File: config.mk
export PLATFORM = sky130hd
export DESIGN_NAME = bf_stream_host
export DESIGN_NICKNAME = d
export VERILOG_FILES = /design/src/rtl/bf_stream_host.sv
export SDC_FILE = /design/constraint.sdc
export NUM_CORES = 1
export LEC_CHECK = 0
export BUFFER_PORTS_ARGS = -buffer_cell sky130_fd_sc_hd__buf_2
export CAP_MARGIN = 10
export CORE_AREA = 10 10 201 203
export CTS_BUF_LIST = sky130_fd_sc_hd__clkbuf_2 sky130_fd_sc_hd__clkbuf_4 sky130_fd_sc_hd__clkbuf_8
export CTS_CLUSTER_DIAMETER = 150
export DETAILED_ROUTE_END_ITERATION = 8
export DIE_AREA = 0 0 211 213
export PLACE_DENSITY = 0.48
export SLEW_MARGIN = 20
export SYNTH_ARGS = -nofsm -noshare
export SYNTH_HDL_FRONTEND = slang
export SYNTH_SLANG_ARGS = --single-unit
File: constraint.sdc
create_clock -name clk -period 3.3 [get_ports clk]
set_input_delay 0.66 -clock clk [delete_from_list [all_inputs] [get_ports clk]]
set_output_delay 0.66 -clock clk [all_outputs]
set_load 0.02 [all_outputs]
File: src/rtl/bf_stream_host.sv
`default_nettype none
// ----------------------------------------------------------------------------
// bf_stream_host : host valid/ready streams <-> bf_machine strobe byte port.
// Revision 1.0 - initial release
// ----------------------------------------------------------------------------
module bf_stream_host #(
  parameter int                   WORD_SIZE = 8,
  parameter int                   IN_DEPTH  = 16,
  parameter int                   OUT_DEPTH = 16,
  parameter logic [WORD_SIZE-1:0] EOF_VALUE = '0
) (
  input  logic                             clk,
  input  logic                             rst_n,
  input  logic [WORD_SIZE-1:0]             host_in_data,
  input  logic                             host_in_valid,
  output logic                             host_in_ready,
  output logic [WORD_SIZE-1:0]             machine_input,
  input  logic                             machine_input_ready,
  input  logic [WORD_SIZE-1:0]             machine_output,
  input  logic                             machine_output_valid,
  output logic [WORD_SIZE-1:0]             host_out_data,
  output logic                             host_out_valid,
  input  logic                             host_out_ready,
  output logic [$clog2(IN_DEPTH+1)-1:0]    in_level,
  output logic [$clog2(OUT_DEPTH+1)-1:0]   out_level,
  output logic                             underflow,
  output logic                             overflow,
  input  logic                             status_clr
);

  localparam int IN_AW  = $clog2(IN_DEPTH);
  localparam int IN_LW  = $clog2(IN_DEPTH + 1);
  localparam int OUT_AW = $clog2(OUT_DEPTH);
  localparam int OUT_LW = $clog2(OUT_DEPTH + 1);
  localparam logic [IN_LW-1:0]  IN_FULL  = IN_LW'(IN_DEPTH);
  localparam logic [OUT_LW-1:0] OUT_FULL = OUT_LW'(OUT_DEPTH);

  logic [WORD_SIZE-1:0] in_mem_q  [IN_DEPTH];
  logic [WORD_SIZE-1:0] out_mem_q [OUT_DEPTH];

  logic [IN_AW-1:0]  in_rd_q, in_rd_d, in_wr_q, in_wr_d, in_rd_nxt;
  logic [IN_LW-1:0]  in_lvl_q, in_lvl_d;
  logic [OUT_AW-1:0] out_rd_q, out_rd_d, out_wr_q, out_wr_d;
  logic [OUT_LW-1:0] out_lvl_q, out_lvl_d;
  logic              uf_q, uf_d, ov_q, ov_d;

  logic in_push, in_pop, out_push, out_pop, uf_set, ov_set;

  // Input path: readiness comes from registered level only.
  assign host_in_ready = (in_lvl_q != IN_FULL);
  assign in_push       = host_in_valid && host_in_ready;
  assign in_pop        = machine_input_ready && (in_lvl_q != '0);
  assign uf_set        = machine_input_ready && (in_lvl_q == '0);
  assign in_rd_nxt     = in_rd_q + IN_AW'(1);

  // The core's strobe trails its read by a cycle, so during the strobe the
  // byte it will read next is the one behind the head.
  always_comb begin
    machine_input = EOF_VALUE;
    if (machine_input_ready) begin
      if (in_lvl_q >= IN_LW'(2)) machine_input = in_mem_q[in_rd_nxt];
    end else begin
      if (in_lvl_q != '0) machine_input = in_mem_q[in_rd_q];
    end
  end

  // Output path: a full FIFO still accepts a byte when the head leaves.
  assign host_out_valid = (out_lvl_q != '0);
  assign host_out_data  = out_mem_q[out_rd_q];
  assign out_pop        = host_out_valid && host_out_ready;
  assign out_push       = machine_output_valid && ((out_lvl_q != OUT_FULL) || out_pop);
  assign ov_set         = machine_output_valid && (out_lvl_q == OUT_FULL) && !out_pop;

  always_comb begin
    in_rd_d   = in_rd_q;
    in_wr_d   = in_wr_q;
    in_lvl_d  = in_lvl_q;
    out_rd_d  = out_rd_q;
    out_wr_d  = out_wr_q;
    out_lvl_d = out_lvl_q;
    uf_d      = uf_q;
    ov_d      = ov_q;

    if (in_push) in_wr_d = in_wr_q + IN_AW'(1);
    if (in_pop)  in_rd_d = in_rd_nxt;
    case ({in_push, in_pop})
      2'b10:   in_lvl_d = in_lvl_q + IN_LW'(1);
      2'b01:   in_lvl_d = in_lvl_q - IN_LW'(1);
      default: in_lvl_d = in_lvl_q;
    endcase

    if (out_push) out_wr_d = out_wr_q + OUT_AW'(1);
    if (out_pop)  out_rd_d = out_rd_q + OUT_AW'(1);
    case ({out_push, out_pop})
      2'b10:   out_lvl_d = out_lvl_q + OUT_LW'(1);
      2'b01:   out_lvl_d = out_lvl_q - OUT_LW'(1);
      default: out_lvl_d = out_lvl_q;
    endcase

    // A new event wins over a clear arriving in the same cycle.
    if (uf_set)          uf_d = 1'b1;
    else if (status_clr) uf_d = 1'b0;
    if (ov_set)          ov_d = 1'b1;
    else if (status_clr) ov_d = 1'b0;
  end

  always_ff @(posedge clk or negedge rst_n) begin
    if (!rst_n) begin
      in_rd_q   <= '0;
      in_wr_q   <= '0;
      in_lvl_q  <= '0;
      out_rd_q  <= '0;
      out_wr_q  <= '0;
      out_lvl_q <= '0;
      uf_q      <= 1'b0;
      ov_q      <= 1'b0;
    end else begin
      in_rd_q   <= in_rd_d;
      in_wr_q   <= in_wr_d;
      in_lvl_q  <= in_lvl_d;
      out_rd_q  <= out_rd_d;
      out_wr_q  <= out_wr_d;
      out_lvl_q <= out_lvl_d;
      uf_q      <= uf_d;
      ov_q      <= ov_d;
    end
  end

  // Storage is left uninitialised; pointers alone define valid entries.
  always_ff @(posedge clk) begin
    if (in_push)  in_mem_q[in_wr_q]   <= host_in_data;
    if (out_push) out_mem_q[out_wr_q] <= machine_output;
  end

  assign in_level  = in_lvl_q;
  assign out_level = out_lvl_q;
  assign underflow = uf_q;
  assign overflow  = ov_q;

endmodule
`default_nettype wire
==> flow_summary.ini, run 1 <==
[synthesis]
synthSimpleGateAreaFrac = 0.03752
yosys.area.top_type = edfxtp_1
yosys-top-cells-area = edfxtp_1 (61%), mux4_2 (19%), dfrtp_1 (5.6%)
synth.distinct_cells = 50
synth-edff-count = 256
synth-compound-area-share = 0.04502
ys_seq_elements = 284
synthXorXnorAreaFrac = 0.01611
synth.top_cell.area_share = 0.6146
synth_nets = 711
ys_seq_area_frac = 0.6707
ys.flop_type = edfxtp_1
synth_top_family_by_area = multiplexers
synth_fa_ha_area_frac = 0.01601
synthArstFlopShare = 0.09859
synth.avg_cell_area_um2 = 18.61
postSynthCellCount = 672
synth_mux_area_frac = 0.1917
yosys_warnings = 0
synth_area_um2 = 12510

[placed_design]
placed_area_um2 = 13540
dp_slack_ns = 0.2923
port_buffers = 52
post-place-cells = 1191
dp.final_hpwl_mm = 19.74
gp_congestion = 0.8088

[sta]
relSlewSlack = 0.4580
slew_viol_final = 0
skew_ns = 0.02598
fmax_ghz = 0.2853
fin_crit_sh = 1.062
tightest_slew_ns = 0.8100
fin_tns_setup_ns = -1.374
setup_slack_ns = -0.2045
fin_hold_ws_ns = 0.1669
grt_setup_unrepaired = true
hold_viol = 0
setup_viol = 8
period_needed_ns = 3.505

[clock_tree]
clock_sinks = 284
clk_latency_ns = 0.59
clockRootBuffer = clkbuf_8
cts_buffer_depth = 3
cts_hold_buf = 0
cts_tree = built
cts_max_level = 2
cts_buffers = 50
cts.clk_slew.worst_paths_ns = 0.06

[worst_setup_path]
end_kind = output port
required_ns = 2.64
r2r_slack_ns = 0.43
path_class = reg2out
ff2ff_path_depth = 11
critPathLaunch = in_rd_q[0]
cp.arrival_ns = 2.84
r2r_end = in_level[4]
critPathLaunchType = register
rr_startpoint = in_level[2]
crit_path_max_fanout = 15

[global_route]
first_global_vias = 7286
antenna_found_initial = 0
grt_start_max_net_pins = 39
grt_pass1_wl_mm = 45.49
grt_usage = 0.1341
overflow = 0

[finish]
ff_latch_area_um2 = 8396
design_area_um2 = 14900
nets = 828
final_common_cell = edfxtp_1
utilization = 0.4110
fin_cells = 1298
layout_common_cells = edfxtp_1 (256), mux4_2 (104), clkbuf_8 (52)
multi_input_area_um2 = 3921
syn2layout_area_growth_pct = 19.17
drive_above_1_share = 0.3841
n_fill_cell = 3268

[floorplanning]
chipWidth_um = 211
initial_core_util = 0.3449
ioPinCount = 53
dieArea_um2 = 44940
coreArea_um2 = 36260
die_h_um = 213
rows = 70

[route]
via_count = 6833
route.detailed.drc = 0
firstDrtPassIters = 4
vias_per_cell = 5.264
first_iter_violations = 489
ant_nets = 0
wl_per_cell_um = 23.19
totalWireLength_mm = 30.10

[power_and_ir_drop]
vdd_drop_max_mv = 0.4328
leakagePower_nw = 5.081
power_density_nw_per_um2 = 966.7
design_power_total_mw = 14.41

[min_path]
hp-class = in2async

[run_status]
violations = negative setup slack
status = finished with violations

[job]
maxCapViolations = 0
[cells in the mapped netlist (8+ instances only)]
cell type and n:
edfxtp_1 256, mux4_2 104, nor2_1 33, dfrtp_1 28, nand2_1 25, inv_1 24, clkbuf_1 16, ha_1 16
o22ai_1 16, xnor2_1 16, buf_2 14, a21boi_0 10, nor3_1 10, a221oi_1 9, buf_1 9, a211oi_1 8
a22o_1 8, nand2b_1 8
[worst max-delay path by stage]
| stage | end | slack (ns) | depth (start not counted) |
|---|---|---|---|
| floorplan | in_level[4] | 0.10 | 15 |
| global placement | machine_input[0] | 0.31 | 7 |
| detailed placement | machine_input[4] | 0.29 | 8 |
| CTS | machine_input[5] | -0.24 | 7 |
| global route | machine_input[6] | -0.31 | 8 |
| finish | machine_input[4] | -0.20 | 7 |
[where the power goes]
part           internal, mW  switching [mW]
clock                  1.78            1.44
combinational          3.17            3.17
sequential             4.43           0.424
total                  9.38            5.03
[sequential cells by signal, summed over array words and instances, names as in the netlist]
signal,flops
underflow,1
out_rd_q,4
overflow,1
in_wr_q,4
in_rd_q,4
in_level,5
out_mem_q,128
out_wr_q,4
out_level,5
in_mem_q,128
[per-layer routing]
layer,global-route usage,share of wire,vias to the layer above
li1,-,-,2997
met2,0.2179,0.49,185
met3,0.02669,0.051,38
met5,0,0,-
met1,0.1783,0.44,3613
met4,0.04021,0.017,0
[cells by family (layout without fill, tap and decap cells)]
group / Yosys count / in the layout
AO/OA/AOI/OAI: 76 / 76
other: 0 / 2
XOR/XNOR: 23 / 23
buffers and inverters: 67 / 223
adder cells (fa/ha/maj): 16 / 16
AND/OR/NAND/NOR: 97 / 97
flip-flops: 284 / 284
multiplexers: 109 / 109
[layout make-up]
cell class / instances / share of cell area
well taps: 468 / 0.03929
repair buffers: 108 / 0.06128
clock buffers: 66 / 0.05507
inverters: 24 / 0.006044
clock inverters: 25 / 0.01158
diodes: 2 / 0.0003358
multi-input cells: 321 / 0.2631
flip-flops and latches: 284 / 0.5633
[critical path, cell delays in order, from the launching register on]
cell and delay [ns]:
dfrtp_4 0.51, ha_4 0.33, buf_12 0.19, buf_4 0.14, mux4_2 0.52, a211oi_2 0.27
o22ai_1 0.11, buf_2 0.20
[what timing repair did]
item                       4_1_cts  5_1_grt
buffers inserted                 2        8
pin swaps                        4        2
gates resized for setup         23       13
setup endpoints to repair       12       15
gates cloned                     2        2
hold endpoints to repair         0        0
No activity file was read; power rests on OpenSTA's default activity.
==> run 2: changes to the inputs <==
--- a/config.mk
+++ b/config.mk
@@ -9,10 +9,10 @@
 export CAP_MARGIN = 10
 export CORE_AREA = 10 10 201 203
 export CTS_BUF_LIST = sky130_fd_sc_hd__clkbuf_2 sky130_fd_sc_hd__clkbuf_4 sky130_fd_sc_hd__clkbuf_8
-export CTS_CLUSTER_DIAMETER = 150
+export CTS_CLUSTER_DIAMETER = 50
 export DETAILED_ROUTE_END_ITERATION = 8
 export DIE_AREA = 0 0 211 213
-export PLACE_DENSITY = 0.48
+export PLACE_DENSITY_LB_ADDON = 0.25
 export SLEW_MARGIN = 20
 export SYNTH_ARGS = -nofsm -noshare
 export SYNTH_HDL_FRONTEND = slang
==> constraint.sdc (replaced) <==
create_clock -name clk -period 2.9 [get_ports clk]
set_input_delay 0.58 -clock clk [delete_from_list [all_inputs] [get_ports clk]]
set_output_delay 0.58 -clock clk [all_outputs]
set_load 0.02 [all_outputs]
==> run 2 against run 1 <==
Net effect:
- the flow still finishes with violations (negative setup slack)
- via count is 0.34% higher
- core utilization increased by 0.36 points
- critical path depth is 2 higher
- sequential power up 14%
- flip-flop and latch count did not move
- die area unchanged
- largest cell class unchanged
- largest power group unchanged
==> flow_summary.ini, run 2 (synthesis gave the netlist of run 1 again) <==
[finish]
ff_latch_area_um2 = 8394
utilization = 0.4146
syn2layout_area_growth_pct = 20.21
top_regs = in_mem_q x128, out_mem_q x128
final_common_cell = edfxtp_1
layout_common_cells = edfxtp_1 (256), mux4_2 (104), clkbuf_8 (54)
nets = 826
drive_above_1_share = 0.3879
n_fill_cell = 3248
antenna_cells = 0
multi_input_area_um2 = 3940

[sta]
relSlewSlack = 0.3463
period_needed_ns = 3.440
setup_slack_ns = -0.5399
hold_viol = 0
fin_hold_ws_ns = 0.02906
fin_crit_sh = 1.186
grt_setup_unrepaired = true
fmax_ghz = 0.2907
tightest_slew_ns = 0.9769
fin_tns_setup_ns = -5.240
slew_viol_final = 0
skew_ns = 0.01924
setup_viol = 16

[placed_design]
gp_congestion = 0.8347
dp.final_hpwl_mm = 19.08
dp_slack_ns = -0.009595
port_buffers = 52

[worst_setup_path]
cp_slowest_stage_delay_ns = 0.50
path_class = reg2out
cp.arrival_ns = 2.86
cp_cell_sequence = ha_4, buf_12, buf_16, mux4_2, inv_1, o22ai_1, a211oi_2, o22ai_1, buf_2
path_buf_inv = 4
path_depth = 9
critPathLaunchType = register
path_common_cell = o22ai_1
end_kind = output port
required_ns = 2.32
crit_slowest_cell = mux4_2
path_delay_family = buffers and inverters
crit_path_max_fanout = 9
ff2ff_path_depth = 9

[clock_tree]
cts_hold_buf = 0
clock_sinks = 284
clockRootBuffer = clkbuf_8
cts_max_level = 2
cts.clk_slew.worst_paths_ns = 0.06
cts_buffer_depth = 3
cts_buffers = 49
clk_latency_ns = 0.59
cts_tree = built

[floorplanning]
chipWidth_um = 211
dieArea_um2 = 44940
die_h_um = 213
ioPinCount = 53
rows = 70
initial_core_util = 0.3449
coreArea_um2 = 36260

[global_route]
grt_pass1_wl_mm = 44.82
grt_start_max_net_pins = 39
antenna_found_initial = 0
grt_usage = 0.1320
overflow = 0
first_global_vias = 7454

[power_and_ir_drop]
vdd_drop_max_mv = 0.5653
leakagePower_nw = 5.115
design_power_total_mw = 16.81
power_density_nw_per_um2 = 1118

[route]
firstDrtPassIters = 4
totalWireLength_mm = 29.41
wl_per_cell_um = 22.74
via_count = 6856
ant_nets = 0
vias_per_cell = 5.302
route.detailed.drc = 0
first_iter_violations = 417

[run_status]
violations = negative setup slack
status = finished with violations

[min_path]
hp-class = in2async

[job]
maxCapViolations = 0
[run 2: per-layer routing]
layer	track usage	routed length, µm	vias up
li1	-	-	2993
met1	0.1667	12450	3621
met2	0.2167	14610	192
met3	0.03372	1723	50
met4	0.04595	621	0
met5	0	0	-
[run 2: what timing repair did]
| item | CTS | global route |
|---|---|---|
| setup buffers | 8 | 2 |
| gates cloned | 6 | 1 |
| setup endpoints to repair | 16 | 16 |
| gates resized for setup | 28 | 23 |
| pin swaps | 1 | 2 |
[run 2: through the flow]
step,area (µm²),instances
after CTS,14940,1293
final,15030,1293
after detailed placement,13570,1190
after global routing,15030,1293
after global placement,13570,1190
after floorplan,12560,672
[run 2: layout make-up]
type	count	share of cell area
clock buffer	63	0.05393
clock inverter	26	0.01515
inverter	24	0.005992
multi-input combinational	321	0.2621
sequential	284	0.5583
tap	468	0.03895
timing repair buffer	107	0.06558
[run 2: path summary, 6_finish.rpt]
path                               from               end  slack, ns
max                          in_rd_q[0]  machine_input[3]      -0.54
min                               rst_n       in_level[0]       0.03
max reg2reg                out_level[1]      out_level[4]       0.22
min reg2reg                    overflow          overflow       0.51
max in group asynchronous         rst_n        in_rd_q[0]       2.33
min in group clk             status_clr         underflow       0.19
[run 2: power by group]
| part | total (mW) | switching [mW] | internal, mW |
|---|---|---|---|
| registers | 5.52 | 0.481 | 5.04 |
| logic | 7.47 | 3.67 | 3.80 |
| clock network | 3.82 | 1.64 | 2.19 |
